File: config.mk
export PLATFORM = sky130hd
export DESIGN_NAME = sample0_dot_acc
export DESIGN_NICKNAME = d
export VERILOG_FILES = /design/src/rtl/sample0_dot_pkg.sv /design/src/rtl/sample0_dot_tagpipe.sv /design/src/rtl/sample0_dot_acc.sv
export SDC_FILE = /design/constraint.sdc
export NUM_CORES = 1
export LEC_CHECK = 0
export CAP_MARGIN = 40
export CORE_MARGIN = 3
export CORE_UTILIZATION = 50
export DETAILED_ROUTE_END_ITERATION = 8
export HOLD_SLACK_MARGIN = 0.06
export PLACE_DENSITY_LB_ADDON = 0.25
export SKIP_CTS_REPAIR_TIMING = 1
export SYNTH_ARGS = -nofsm -noshare
export SYNTH_HDL_FRONTEND = slang
export SYNTH_SLANG_ARGS = --single-unit
File: constraint.sdc
create_clock -name clk -period 7 [get_ports clk]
set_clock_uncertainty 0.1 [all_clocks]
set_input_delay 1.4 -clock clk [delete_from_list [all_inputs] [get_ports clk]]
set_output_delay 1.4 -clock clk [all_outputs]
set_load 0.02 [all_outputs]
File: src/rtl/sample0_dot_pkg.sv
// Types and helpers shared by the sample0 neuron datapath stages: the tag that travels
// beside the multiplier pipeline, and the ReLU/saturation step applied to finished sums.
package sample0_dot_pkg;

  localparam int TAG_BIAS_W = 11;

  typedef struct packed {
    logic                  vld;
    logic                  first;
    logic                  last;
    logic [TAG_BIAS_W-1:0] bias;
  } tag_t;

  typedef struct packed {
    logic               sat;
    logic signed [31:0] val;
  } res_t;

  // Optional ReLU, then clamp into a dout_w-bit signed range; sat flags a clip.
  function automatic res_t relu_sat(input logic signed [31:0] sum,
                                    input int                 dout_w,
                                    input logic               relu);
    logic signed [31:0] r;
    logic signed [31:0] hi;
    logic signed [31:0] lo;
    res_t               res;
    r       = (relu && (sum < 0)) ? '0 : sum;
    hi      = (32'sd1 <<< (dout_w - 1)) - 32'sd1;
    lo      = -(32'sd1 <<< (dout_w - 1));
    res.sat = (r > hi) || (r < lo);
    res.val = (r > hi) ? hi : ((r < lo) ? lo : r);
    return res;
  endfunction

endpackage

File: src/rtl/sample0_dot_tagpipe.sv
// Enabled shift register that carries one tag per multiplier slot, so each product
// emerges together with its valid, first/last flags and bias.
module sample0_dot_tagpipe
  import sample0_dot_pkg::*;
#(
  parameter int DEPTH = 2
) (
  input  logic clk,
  input  logic reset,
  input  logic en,
  input  tag_t din,
  output tag_t dout
);

  tag_t stage [DEPTH];

  always_ff @(posedge clk or posedge reset) begin
    if (reset) begin
      // NOTE: every stage is reset, not just vld, so an aborted vector leaves no stale tag behind.
      for (int i = 0; i < DEPTH; i++) stage[i] <= '0;
    end else if (en) begin
      // NOTE: non-blocking, so each stage takes its neighbour's pre-edge value and the chain shifts by one.
      stage[0] <= din;
      for (int i = 1; i < DEPTH; i++) stage[i] <= stage[i-1];
    end
  end

  assign dout = stage[DEPTH-1];

endmodule

File: src/rtl/sample0_dot_acc.sv
// Dot-product accumulator behind the pipelined sample0 multiplier: sums LEN products plus a
// per-vector bias, applies optional ReLU and saturation, and emits on valid/ready with full stall.
module sample0_dot_acc
  import sample0_dot_pkg::*;
#(
  parameter int LEN     = 4,
  parameter int DIN_W   = 11,
  parameter int ACC_W   = 16,
  parameter int DOUT_W  = 11,
  parameter int RELU    = 0,
  parameter int MUL_LAT = 2
) (
  input  logic                     clk,
  input  logic                     reset,
  input  logic                     in_valid,
  output logic                     in_ready,
  input  logic signed [DIN_W-1:0]  in_a,
  input  logic signed [DIN_W-1:0]  in_b,
  input  logic signed [DIN_W-1:0]  in_bias,
  output logic                     mul_ce,
  output logic signed [DIN_W-1:0]  mul_din0,
  output logic signed [DIN_W-1:0]  mul_din1,
  input  logic signed [DIN_W-1:0]  mul_dout,
  output logic                     out_valid,
  input  logic                     out_ready,
  output logic signed [DOUT_W-1:0] out_data,
  output logic                     out_sat
);

  localparam int               CNT_W    = (LEN > 1) ? $clog2(LEN) : 1;
  localparam logic [CNT_W-1:0] CNT_LAST = CNT_W'(LEN - 1);

  logic                    stall;
  logic                    accept;
  logic                    first;
  logic                    last;
  logic [CNT_W-1:0]        term_cnt;
  tag_t                    tag_in;
  tag_t                    tag_out;
  logic                    acc_en;
  logic                    res_en;
  logic signed [ACC_W-1:0] acc;
  logic signed [ACC_W-1:0] acc_next;
  res_t                    res;

  // A held result freezes everything upstream, including the external multiplier.
  assign stall    = out_valid && !out_ready;
  assign mul_ce   = !stall;
  assign in_ready = !stall;
  assign accept   = in_valid && in_ready;

  assign first    = (term_cnt == '0);
  assign last     = (term_cnt == CNT_LAST);
  assign mul_din0 = in_a;
  assign mul_din1 = in_b;

  assign tag_in = '{vld: accept, first: first, last: last, bias: TAG_BIAS_W'(in_bias)};

  sample0_dot_tagpipe #(
    .DEPTH (MUL_LAT)
  ) u_tagpipe (
    .clk   (clk),
    .reset (reset),
    .en    (mul_ce),
    .din   (tag_in),
    .dout  (tag_out)
  );

  // mul_dout is garbage unless the matching tag is valid, so both enables gate on vld.
  assign acc_en = mul_ce && tag_out.vld;
  assign res_en = acc_en && tag_out.last;

  always_comb begin
    // NOTE: every output gets a default first, so no path leaves one unassigned and no latch is inferred.
    acc_next = acc + ACC_W'(mul_dout);
    if (tag_out.first) acc_next = ACC_W'($signed(tag_out.bias)) + ACC_W'(mul_dout);
    res = relu_sat(32'(acc_next), DOUT_W, RELU != 0);
  end

  always_ff @(posedge clk or posedge reset) begin
    if (reset) begin
      term_cnt  <= '0;
      acc       <= '0;
      out_valid <= 1'b0;
      out_data  <= '0;
      out_sat   <= 1'b0;
    end else begin
      if (accept) term_cnt <= last ? '0 : term_cnt + 1'b1;
      if (acc_en) acc <= acc_next;
      // A load only happens when not stalled, so it may safely replace a result being consumed.
      if (res_en) begin
        out_valid <= 1'b1;
        out_data  <= res.val[DOUT_W-1:0];
        out_sat   <= res.sat;
      end else if (out_valid && out_ready) begin
        out_valid <= 1'b0;
      end
    end
  end

endmodule

==> impl_metrics.env <==
export IMPL_numCtsBuffers=9
export IMPL_fin_setup_tns_ps=0
export IMPL_ir_worst_vdd_v=0.000251
export IMPL_grt_total_usage_pct=21.4
export IMPL_required_ps=5500
export IMPL_startpoint_type="input port"
export IMPL_drv_slew=0
export IMPL_synth_edf_count=0
export IMPL_path_delay_family="buffers and inverters"
export IMPL_syn_nets=551
export IMPL_path_cells="clkdlybuf4s50_1 -> nor2b_2 -> buf_8 -> clkinv_1 -> clkdlybuf4s50_1"
export IMPL_setup_viol_count_final=0
export IMPL_clk_insertion_delay_late_ps=340
export IMPL_cap_violations=0
export IMPL_grt_pass1_wl_um=14800
export IMPL_dr_first_iter_drc_count=218
export IMPL_num_rows=31
export IMPL_root_buffer="clkbuf_8"
export IMPL_placed_area_mm2=0.00426
export IMPL_drt_wl_total_um=8890
export IMPL_core_area_mm2=0.00745
export IMPL_path_clk_slew_ps=70
export IMPL_grt_overflow_total=0
export IMPL_via_per_inst=5.54
export IMPL_chipWidth_um=94.9
export IMPL_critical_path_n_buffers_inverters=4
export IMPL_antenna_found_initial=0
export IMPL_max_stage_delay_ps=550
export IMPL_synth_top_area_share_pct=37.4
export IMPL_critPathSlowestCell="clkdlybuf4s50_1"
export IMPL_hpwl_um=6630
export IMPL_fp_dieArea_mm2=0.00900
export IMPL_rr_worst_depth=11
export IMPL_path_class="in2out"
export IMPL_end_kind="primary output"
export IMPL_grt_pass1_vias=3051
export IMPL_yosysUniqueCellTypes=59
export IMPL_hold_viol_final=0
export IMPL_syn_area_mm2=0.00395
export IMPL_dr_total_vias=3275
export IMPL_routabilityCongestion=0.928
export IMPL_clock_path_buffers=2
export IMPL_ios=85
export IMPL_ant_nets=0
export IMPL_ys_ff_latch=59
export IMPL_layout_drive_gt1_share_pct=8.33
export IMPL_status="finished, final reports clean"
export IMPL_nets=565
export IMPL_cp_num_cells=5
export IMPL_cts_tree="yes"
export IMPL_ys_top_cells_by_count="117 x nand2_1, 59 x dfrtp_1, 32 x nor2_1"
export IMPL_yosysTopAreaCell="dfrtp_1"
export IMPL_fmax_mhz=222
export IMPL_worstMarginPinSlew_ps=738
export IMPL_fin_crit_ps=4500
export IMPL_rsz0062_at_grt="no"
export IMPL_synth_cells=473
export IMPL_final_cell_area_mm2=0.00448
export IMPL_htree_levels=3
export IMPL_holdPathStages=2
export IMPL_p_leak_nw=2.01
export IMPL_hold_class="reg2reg"
export IMPL_async_flop_share_pct=100
export IMPL_synthMostInstantiatedCell="nand2_1"
export IMPL_slew_headroom_pct=50.8
export IMPL_grt_max_degree=60
export IMPL_cts_sinks=59
export IMPL_first_pass_iters=5
export IMPL_path_common_cell="clkdlybuf4s50_1"
export IMPL_port_buffers=40
export IMPL_initial_utilization_pct=53.0
export IMPL_areaGrowthSynthToFinish_pct=13.5
export IMPL_synth_avg_cell_area_um2=8.35
export IMPL_diodes=0
export IMPL_yosys_warnings=0
export IMPL_period_share_pct=64.3
export IMPL_ys_seq_area_share_pct=37.4
export IMPL_synth_flop_cell="dfrtp_1"
export IMPL_synthTopCellsByArea="dfrtp_1 37%, nand2_1 11%, ha_1 8.9%"
export IMPL_chipHeight_um=94.9
export IMPL_drcViolationCount=0
export IMPL_power_density_mw_per_mm2=465
export IMPL_path_max_fanout=20
export IMPL_drt_wirelength_per_cell_um=15.0
export IMPL_critical_path_arrival_ps=3000
[registers in the layout, indices dropped and copies added (netlist names)]
| signal | flops |
|---|---|
| out_sat | 1 |
| term_cnt | 2 |
| out_valid | 1 |
| acc | 16 |
| out_data | 11 |
| u_tagpipe.dout | 14 |
| u_tagpipe.stage | 14 |
[stage by stage]
step	util (%)	hold WS [ps]	power [mW]	setup WS (ps)	std cells
floorplan	-	339	1.44	3030	473
global placement	57.0	348	1.70	2030	573
detailed placement	57.2	356	1.74	1910	574
CTS	60.1	373	2.09	2240	590
global route	60.2	397	2.26	2390	591
finish	60.2	368	2.09	2500	591
[worst reg2reg max path: cells and delay by family, from the launching register on]
| family | cells | cell delay, ps |
|---|---|---|
| flip-flops | 1 | 350 |
| AND/OR/NAND/NOR | 3 | 860 |
| AO/OA/AOI/OAI | 4 | 810 |
| XOR/XNOR | 1 | 230 |
| adder cells (fa/ha/maj) | 2 | 590 |
| buffers and inverters | 1 | 70 |
[cell type report]
class,count,area (µm²)
clock buffer,10,128
clock inverter,6,90.1
fill,697,2960
inverter,15,56.3
multi-input combinational,358,2170
sequential,59,1480
tap,99,124
timing repair buffer,44,438
[logic make-up after synthesis]
logic type	share of synthesized area, %
xor+xnor	2.66
simple gates	21.9
compound gates	19.2
flops	37.4
mux	1.33
buf+inv	7.70
fa+ha+maj	9.89
[power breakdown]
group	total (mW)	switching [mW]	internal [mW]
Combinational	1.17	0.683	0.485
Sequential	0.572	0.0950	0.476
Clock	0.346	0.145	0.201
[placed cells by master (no fill, tap or decap), types with 9 or more instances in the layout]
cell,n
nand2_1,117
dfrtp_1,59
clkdlybuf4s50_1,40
nor2_1,32
o21ai_0,30
ha_1,28
a21oi_1,26
inv_1,13
nor3_1,10
xnor2_1,10
clkbuf_8,9
[per-layer routing]
layer  GRT usage (%)  routed length (µm)  vias up
met4            8.41                 229        0
met2            33.3                4220       79
li1                -                   -     1646
met3            5.34                 443       15
met5               0                   0        -
met1            28.5                3990     1535
[path summary, 6_finish.rpt]
check	startpoint	endpoint	slack (ps)
worst max-delay path	out_ready	mul_ce	2500
worst min-delay path	u_tagpipe.stage[14]	u_tagpipe.stage[14]	370
worst max register to register	acc[0]	out_data[1]	3830
worst min register to register	u_tagpipe.stage[14]	u_tagpipe.stage[14]	370
max in group asynchronous	reset	u_tagpipe.dout[8]	4820
min in group asynchronous	reset	out_sat	1490
Note: power is estimated with default switching activity, not from simulation.
